### src/rtl/mem_port_arbiter_if.sv
// Requester-side bundle of the memory port arbiter: per-port request,
// write/lock qualifiers, address/data slices and the shared grant/ack/rdata.
interface mem_port_arbiter_if #(
  parameter int unsigned NREQ = 2
);
  logic [NREQ-1:0]    req;
  logic [NREQ-1:0]    we;
  logic [NREQ-1:0]    lock;
  logic [NREQ*17-1:0] addr;
  logic [NREQ*32-1:0] wdata;
  logic [NREQ-1:0]    gnt;
  logic [NREQ-1:0]    ack;
  logic [31:0]        rdata;

  modport master (
    output req, we, lock, addr, wdata,
    input  gnt, ack, rdata
  );

  modport slave (
    input  req, we, lock, addr, wdata,
    output gnt, ack, rdata
  );
endinterface

### src/rtl/mem_port_arbiter.sv
// Round-robin arbiter sharing one core-memory bank between NREQ requesters,
// with a bank lock for read-modify-write sequences.
module mem_port_arbiter #(
  parameter int unsigned NREQ          = 2,
  parameter int unsigned ACCESS_CYCLES = 2
) (
  input  logic                 clock,
  input  logic                 reset,
  mem_port_arbiter_if.slave    bus,
  output logic                 mem_en,
  output logic                 mem_we,
  output logic [16:0]          mem_addr,
  output logic [31:0]          mem_wdata,
  input  logic [31:0]          mem_rdata
);

  localparam int unsigned IW = (NREQ > 2) ? 2 : 1;
  localparam logic [3:0] CNT_INIT = 4'(ACCESS_CYCLES - 1);

  typedef logic [IW-1:0] idx_t;
  typedef enum logic {IDLE, ACCESS} state_t;

  state_t          state_q, state_d;
  logic [3:0]      cnt_q, cnt_d;
  idx_t            last_q, last_d;
  idx_t            cur_q, cur_d;
  idx_t            owner_q, owner_d;
  logic            owner_vld_q, owner_vld_d;
  logic            lock_q, lock_d;
  logic [NREQ-1:0] gnt_q, gnt_d;
  logic [NREQ-1:0] ack_q, ack_d;
  logic [31:0]     rdata_q, rdata_d;
  logic            mem_en_q, mem_en_d;
  logic            mem_we_q, mem_we_d;
  logic [16:0]     mem_addr_q, mem_addr_d;
  logic [31:0]     mem_wdata_q, mem_wdata_d;

  logic            rr_found;
  idx_t            rr_win;
  int unsigned     rr_idx;
  logic            owner_req;
  logic            pick_vld;
  idx_t            pick;
  logic            sel_we;
  logic            sel_lock;
  logic [16:0]     sel_addr;
  logic [31:0]     sel_wdata;

  function automatic logic [NREQ-1:0] onehot(input idx_t i);
    logic [NREQ-1:0] v;
    for (int unsigned k = 0; k < NREQ; k++) v[k] = (idx_t'(k) == i);
    return v;
  endfunction

  // Search from last+1 around the ring; first requester found wins.
  always_comb begin
    rr_found = 1'b0;
    rr_win   = '0;
    rr_idx   = 0;
    for (int unsigned i = 1; i <= NREQ; i++) begin
      rr_idx = 32'(last_q) + i;
      if (rr_idx >= NREQ) rr_idx = rr_idx - NREQ;
      for (int unsigned k = 0; k < NREQ; k++) begin
        if (!rr_found && k == rr_idx && bus.req[k]) begin
          rr_found = 1'b1;
          rr_win   = idx_t'(k);
        end
      end
    end
  end

  always_comb begin
    owner_req = 1'b0;
    for (int unsigned k = 0; k < NREQ; k++)
      if (idx_t'(k) == owner_q) owner_req = bus.req[k];
    pick_vld = owner_vld_q ? owner_req : rr_found;
    pick     = owner_vld_q ? owner_q   : rr_win;
  end

  always_comb begin
    sel_we    = 1'b0;
    sel_lock  = 1'b0;
    sel_addr  = '0;
    sel_wdata = '0;
    for (int unsigned k = 0; k < NREQ; k++) begin
      if (idx_t'(k) == pick) begin
        sel_we    = bus.we[k];
        sel_lock  = bus.lock[k];
        sel_addr  = bus.addr[k*17 +: 17];
        sel_wdata = bus.wdata[k*32 +: 32];
      end
    end
  end

  // The lock qualifier is latched with the rest of the request in IDLE, so it
  // is the value presented at arbitration that decides ownership at completion.
  always_comb begin
    state_d     = state_q;
    cnt_d       = cnt_q;
    last_d      = last_q;
    cur_d       = cur_q;
    owner_d     = owner_q;
    owner_vld_d = owner_vld_q;
    lock_d      = lock_q;
    gnt_d       = gnt_q;
    ack_d       = '0;
    rdata_d     = rdata_q;
    mem_en_d    = mem_en_q;
    mem_we_d    = mem_we_q;
    mem_addr_d  = mem_addr_q;
    mem_wdata_d = mem_wdata_q;
    case (state_q)
      IDLE: begin
        if (owner_vld_q && !owner_req) begin
          owner_vld_d = 1'b0;
          gnt_d       = '0;
        end
        if (pick_vld) begin
          gnt_d       = onehot(pick);
          mem_en_d    = 1'b1;
          mem_we_d    = sel_we;
          mem_addr_d  = sel_addr;
          mem_wdata_d = sel_wdata;
          lock_d      = sel_lock;
          cur_d       = pick;
          last_d      = pick;
          cnt_d       = CNT_INIT;
          state_d     = ACCESS;
        end
      end
      ACCESS: begin
        if (cnt_q != '0) begin
          cnt_d = cnt_q - 4'd1;
        end else begin
          if (!mem_we_q) rdata_d = mem_rdata;
          ack_d       = onehot(cur_q);
          mem_en_d    = 1'b0;
          mem_we_d    = 1'b0;
          mem_addr_d  = '0;
          mem_wdata_d = '0;
          if (lock_q) begin
            owner_vld_d = 1'b1;
            owner_d     = cur_q;
          end else begin
            owner_vld_d = 1'b0;
            gnt_d       = '0;
          end
          state_d = IDLE;
        end
      end
    endcase
  end

  always_ff @(posedge clock or posedge reset) begin
    if (reset) begin
      state_q     <= IDLE;
      cnt_q       <= '0;
      last_q      <= idx_t'(NREQ - 1);
      cur_q       <= '0;
      owner_q     <= '0;
      owner_vld_q <= 1'b0;
      lock_q      <= 1'b0;
      gnt_q       <= '0;
      ack_q       <= '0;
      rdata_q     <= '0;
      mem_en_q    <= 1'b0;
      mem_we_q    <= 1'b0;
      mem_addr_q  <= '0;
      mem_wdata_q <= '0;
    end else begin
      state_q     <= state_d;
      cnt_q       <= cnt_d;
      last_q      <= last_d;
      cur_q       <= cur_d;
      owner_q     <= owner_d;
      owner_vld_q <= owner_vld_d;
      lock_q      <= lock_d;
      gnt_q       <= gnt_d;
      ack_q       <= ack_d;
      rdata_q     <= rdata_d;
      mem_en_q    <= mem_en_d;
      mem_we_q    <= mem_we_d;
      mem_addr_q  <= mem_addr_d;
      mem_wdata_q <= mem_wdata_d;
    end
  end

  assign bus.gnt   = gnt_q;
  assign bus.ack   = ack_q;
  assign bus.rdata = rdata_q;
  assign mem_en    = mem_en_q;
  assign mem_we    = mem_we_q;
  assign mem_addr  = mem_addr_q;
  assign mem_wdata = mem_wdata_q;

endmodule

### src/flat_wrapper.sv
// flat-port wrapper written by rule: the top's interface ports become plain ports
module mem_port_arbiter_flat 
#(
  parameter int unsigned NREQ          = 2,
  parameter int unsigned ACCESS_CYCLES = 2
)
  (clock, reset, mem_en, mem_we, mem_addr, mem_wdata, mem_rdata, bus_req, bus_we, bus_lock, bus_addr, bus_wdata, bus_gnt, bus_ack, bus_rdata);
  mem_port_arbiter_if #(.NREQ(NREQ)) bus_i ();
  input  logic clock;
  input  logic reset;
  output logic mem_en;
  output logic mem_we;
  output logic [16:0] mem_addr;
  output logic [31:0] mem_wdata;
  input  logic [31:0] mem_rdata;
  input wire logic [$bits(bus_i.req)-1:0] bus_req;
  input wire logic [$bits(bus_i.we)-1:0] bus_we;
  input wire logic [$bits(bus_i.lock)-1:0] bus_lock;
  input wire logic [$bits(bus_i.addr)-1:0] bus_addr;
  input wire logic [$bits(bus_i.wdata)-1:0] bus_wdata;
  output wire logic [$bits(bus_i.gnt)-1:0] bus_gnt;
  output wire logic [$bits(bus_i.ack)-1:0] bus_ack;
  output wire logic [$bits(bus_i.rdata)-1:0] bus_rdata;
  assign bus_i.req = bus_req;
  assign bus_i.we = bus_we;
  assign bus_i.lock = bus_lock;
  assign bus_i.addr = bus_addr;
  assign bus_i.wdata = bus_wdata;
  assign bus_gnt = bus_i.gnt;
  assign bus_ack = bus_i.ack;
  assign bus_rdata = bus_i.rdata;
  mem_port_arbiter #(.NREQ(NREQ), .ACCESS_CYCLES(ACCESS_CYCLES)) u_core (.clock(clock), .reset(reset), .bus(bus_i), .mem_en(mem_en), .mem_we(mem_we), .mem_addr(mem_addr), .mem_wdata(mem_wdata), .mem_rdata(mem_rdata));
endmodule
### config.mk
export PLATFORM = sky130hd
export DESIGN_NAME = mem_port_arbiter_flat
export DESIGN_NICKNAME = d
export VERILOG_FILES = /design/src/rtl/mem_port_arbiter_if.sv /design/src/rtl/mem_port_arbiter.sv /design/src/flat_wrapper.sv
export SDC_FILE = /design/constraint.sdc
export NUM_CORES = 1
export LEC_CHECK = 0
export ABC_CLOCK_PERIOD_IN_PS = 3580
export BUFFER_PORTS_ARGS = -buffer_cell sky130_fd_sc_hd__buf_2
export CAP_MARGIN = 20
export CORE_MARGIN = 2
export CORE_UTILIZATION = 41
export CTS_CLUSTER_DIAMETER = 50
export DETAILED_ROUTE_END_ITERATION = 8
export PLACE_DENSITY = 0.88
export SETUP_SLACK_MARGIN = 0.3
export SLEW_MARGIN = 10
export SYNTH_ARGS = -nofsm -noshare
export SYNTH_HDL_FRONTEND = slang
export SYNTH_SLANG_ARGS = --single-unit
### constraint.sdc
create_clock -name clock -period 3.58 [get_ports clock]
set_clock_uncertainty 0.2 [all_clocks]
set_input_delay 0.716 -clock clock [delete_from_list [all_inputs] [get_ports clock]]
set_output_delay 0.716 -clock clock [all_outputs]
set_load 0.005 [all_outputs]
==> results by group <==
Setup path
  – Crit path max-delay cell type: dfrtp_1
  – CP max FO: 65
  – Critical path class: flip-flop to flip-flop
  – CP arrival: 2.64 ns
  – CP max stage delay: 0.69 ns
  – Worst EP required: 3.66 ns
  – R2R cell count: 5
  – Cell chain of the critical path: clkinv_1 -> o221ai_4 -> buf_12 -> nand3_1 -> o21ai_1
  – Worst Setup End Kind: flip-flop
  – Crit path launch type: flip-flop

Layout
  – Register area: 2429 um2
  – Filler cell count: 916
  – Share of layout cells above drive strength 1: 48.98%
  – Area grow syn2layout: 32.84%
  – Multi-input logic area: 1740 um2
  – Ant. Diodes: 0
  – Core Util, Final: 55.98%
  – Finished Layout Cells: 726
  – Fin nets: 724

Synth
  – Synth Instances: 372
  – Yosys reg bits: 97
  – Most frequent cell after synthesis: dfrtp_1
  – Dominant cell type by area after synthesis: dfrtp_1
  – Largest cells by area after synthesis: dfrtp_1, mux2i_1, mux2_2, nand3_1, o21ai_1
  – Avg Cell Area, Syn: 11.69 um2
  – Seq/Total Area, Yosys: 55.82%
  – Syn nets: 511
  – Netlist cell types: 38
  – Syn Std Cell Area: 4350 um2
  – FFs w/ async S/R, synth: 100.0%
  – Post-synth EDFFs: 0
  – Synth top cells by count: dfrtp_1, nand3_1, mux2i_1
  – Main synth FF type: dfrtp_1
  – Post-synth top area share: 55.22%
  – Yosys warnings: 0

Global routing
  – Initial antenna violation count: 1
  – GR Util All Layers: 18.08%
  – Number of global-route vias before repair: 3531
  – Pin count of the biggest net entering global routing: 66
  – First-pass GRT wire length: 16.33 mm
  – GR Overflow Total: 0

Drt
  – Starting DRC count in detailed routing: 162
  – Drt drc: 0
  – Metal2 WL: 5.206 mm
  – Met1 wire length: 4.383 mm
  – WL met3: 852 um
  – Vias post-DR: 3687
  – Pre-antenna DRT Iters: 4
  – Antenna-violating nets left: 0
  – Vias per cell: 5.079
  – Drt total wl: 10.64 mm
  – Max layer used: met5
  – Drt wl/cell: 14.66 um

Placed design
  – # port buffers: 224
  – Dpl hpwl: 8.094 mm
  – Gpl congestion: 0.7934
  – Placed cells: 710

Clock network
  – CTS tree: done
  – Cts hold-fix bufs: 0
  – Worst skew pair latency: 0.35 ns
  – PostCTS Resize Cnt: 0
  – Max clock buf depth: 2
  – Root buffer cell: clkbuf_8
  – Clock Pin Slew Worst Setup and Hold Paths: 0.09 ns
  – CTS Sinks: 97
  – TritonCTS buffer count: 9
  – Setup bufs post-CTS: 0
  – Htree depth: 3

STA
  – Slew HR: 46.78%
  – Period minus WS final: 2.566 ns
  – Final Cycle Share: 71.68%
  – Post-Route Setup TNS: 0 ns
  – Worst slew pin tran: 0.7967 ns
  – RSZ-0062 raised after global routing: false
  – Fmax: 389.7 MHz
  – Setup-failing EPs final: 0
  – Final Hold Fails: 0
  – Pins Over Slew Limit: 0

Floorplan
  – Initial Util: 42.14%
  – Die Span Y: 107.0 um
  – I/O Pins: 225
  – Die area: 11450 um2
  – Core area: 10320 um2
  – Die Wd: 107.0 um
  – Core Rows: 37

Power and ir drop
  – Pwr dens: 840.2 nW/um2
  – Worst IR Drop VDD: 0.3262 mV
  – Leakage power: 2.948 nW
  – Final Power: 4.856 mW

Hold path
  – WHS Path Cells: 1
  – Hold Path Class: flip-flop to flip-flop

Outcome
  – Status: finished clean

Job
  – Max_cap viols: 0
[cells by family after synthesis]
family,after synthesis,synth area share (%)
AO/OA/AOI/OAI,66,8.743
buffers and inverters,35,4.573
multiplexers,73,17.77
AND/OR/NAND/NOR,99,12.60
XOR/XNOR,1,0.2014
adder cells (fa/ha/maj),1,0.2876
flip-flops,97,55.82
[area by class of cell]
type / count / area share, %
Multi-Input combinational cell: 240 / 30.11
Clock buffer: 12 / 2.858
Inverter: 6 / 0.4546
Sequential cell: 97 / 42.02
Clock inverter: 4 / 0.8660
Timing Repair Buffer: 231 / 20.74
Tap cell: 136 / 2.944
[through the flow]
| step | worst slack, ns | hold WS (ns) | cell area [um2] |
|---|---|---|---|
| after floorplan | 1.517 | 0.2363 | 4354 |
| after global placement | 1.217 | 0.2705 | 5564 |
| after detailed placement | 1.075 | 0.2645 | 5564 |
| after CTS | 1.055 | 0.2927 | 5779 |
| after global routing | 0.7615 | 0.3238 | 5779 |
| final | 1.014 | 0.2875 | 5779 |
[state kept, by name, summed over array words and instances (netlist names), 2 cells and up]
| name | cells |
|---|---|
| u_core.bus.rdata | 32 |
| u_core.mem_wdata | 32 |
| u_core.cnt_q | 4 |
| u_core.mem_addr | 17 |
| u_core.bus.gnt | 2 |
| u_core.bus.ack | 2 |
[path summary, 6_finish.rpt]
kind                       slack [ns]                     start                                to
max                              1.01  u_core.state_q$_DFF_PP0_   u_core.mem_addr[15]$_DFFE_PP0P_
min                              0.29  u_core.cur_q$_DFFE_PP0P_       u_core.bus.ack[0]$_DFF_PP0_
max reg2reg                      1.01  u_core.state_q$_DFF_PP0_   u_core.mem_addr[15]$_DFFE_PP0P_
min reg2reg                      0.29  u_core.cur_q$_DFFE_PP0P_       u_core.bus.ack[0]$_DFF_PP0_
max in group asynchronous        2.08                     reset         u_core.last_q$_DFFE_PP1P_
min in group asynchronous        0.30                     reset  u_core.mem_wdata[15]$_DFFE_PP0P_
[per-layer routing]
metal | track usage (%) | up-vias
li1 | - | 1780
met1 | 21.56 | 1713
met2 | 31.44 | 174
met3 | 4.012 | 18
met4 | 7.607 | 2
met5 | 0 | -
[worst max-delay path: cells and delay by family (launching register included)]
family / cells / cell delay [ns]
buffers and inverters: 2 / 0.91
flip-flops: 1 / 0.69
AO/OA/AOI/OAI: 2 / 0.53
AND/OR/NAND/NOR: 1 / 0.13
[power breakdown]
part	total (mW)	leakage (nW)	switching (mW)	internal (mW)
Sequential	1.96	1.18	0.318	1.64
Combinational	2.16	1.66	1.11	1.05
Clock	0.741	0.105	0.362	0.379
Total	4.86	2.95	1.79	3.07
[cells in the final DEF (no fill, tap or decap), types with 3 or more instances in the layout]
master / n
nand2_1: 8
nand3_1: 54
clkbuf_8: 12
mux2_2: 33
o21ai_1: 25
dfrtp_1: 96
nor3_1: 15
inv_1: 4
buf_2: 224
a31oi_1: 13
o21ai_0: 18
buf_4: 5
or3b_1: 13
clkinvlp_4: 3
mux2i_1: 39
Note: power is estimated with default switching activity, not from simulation.
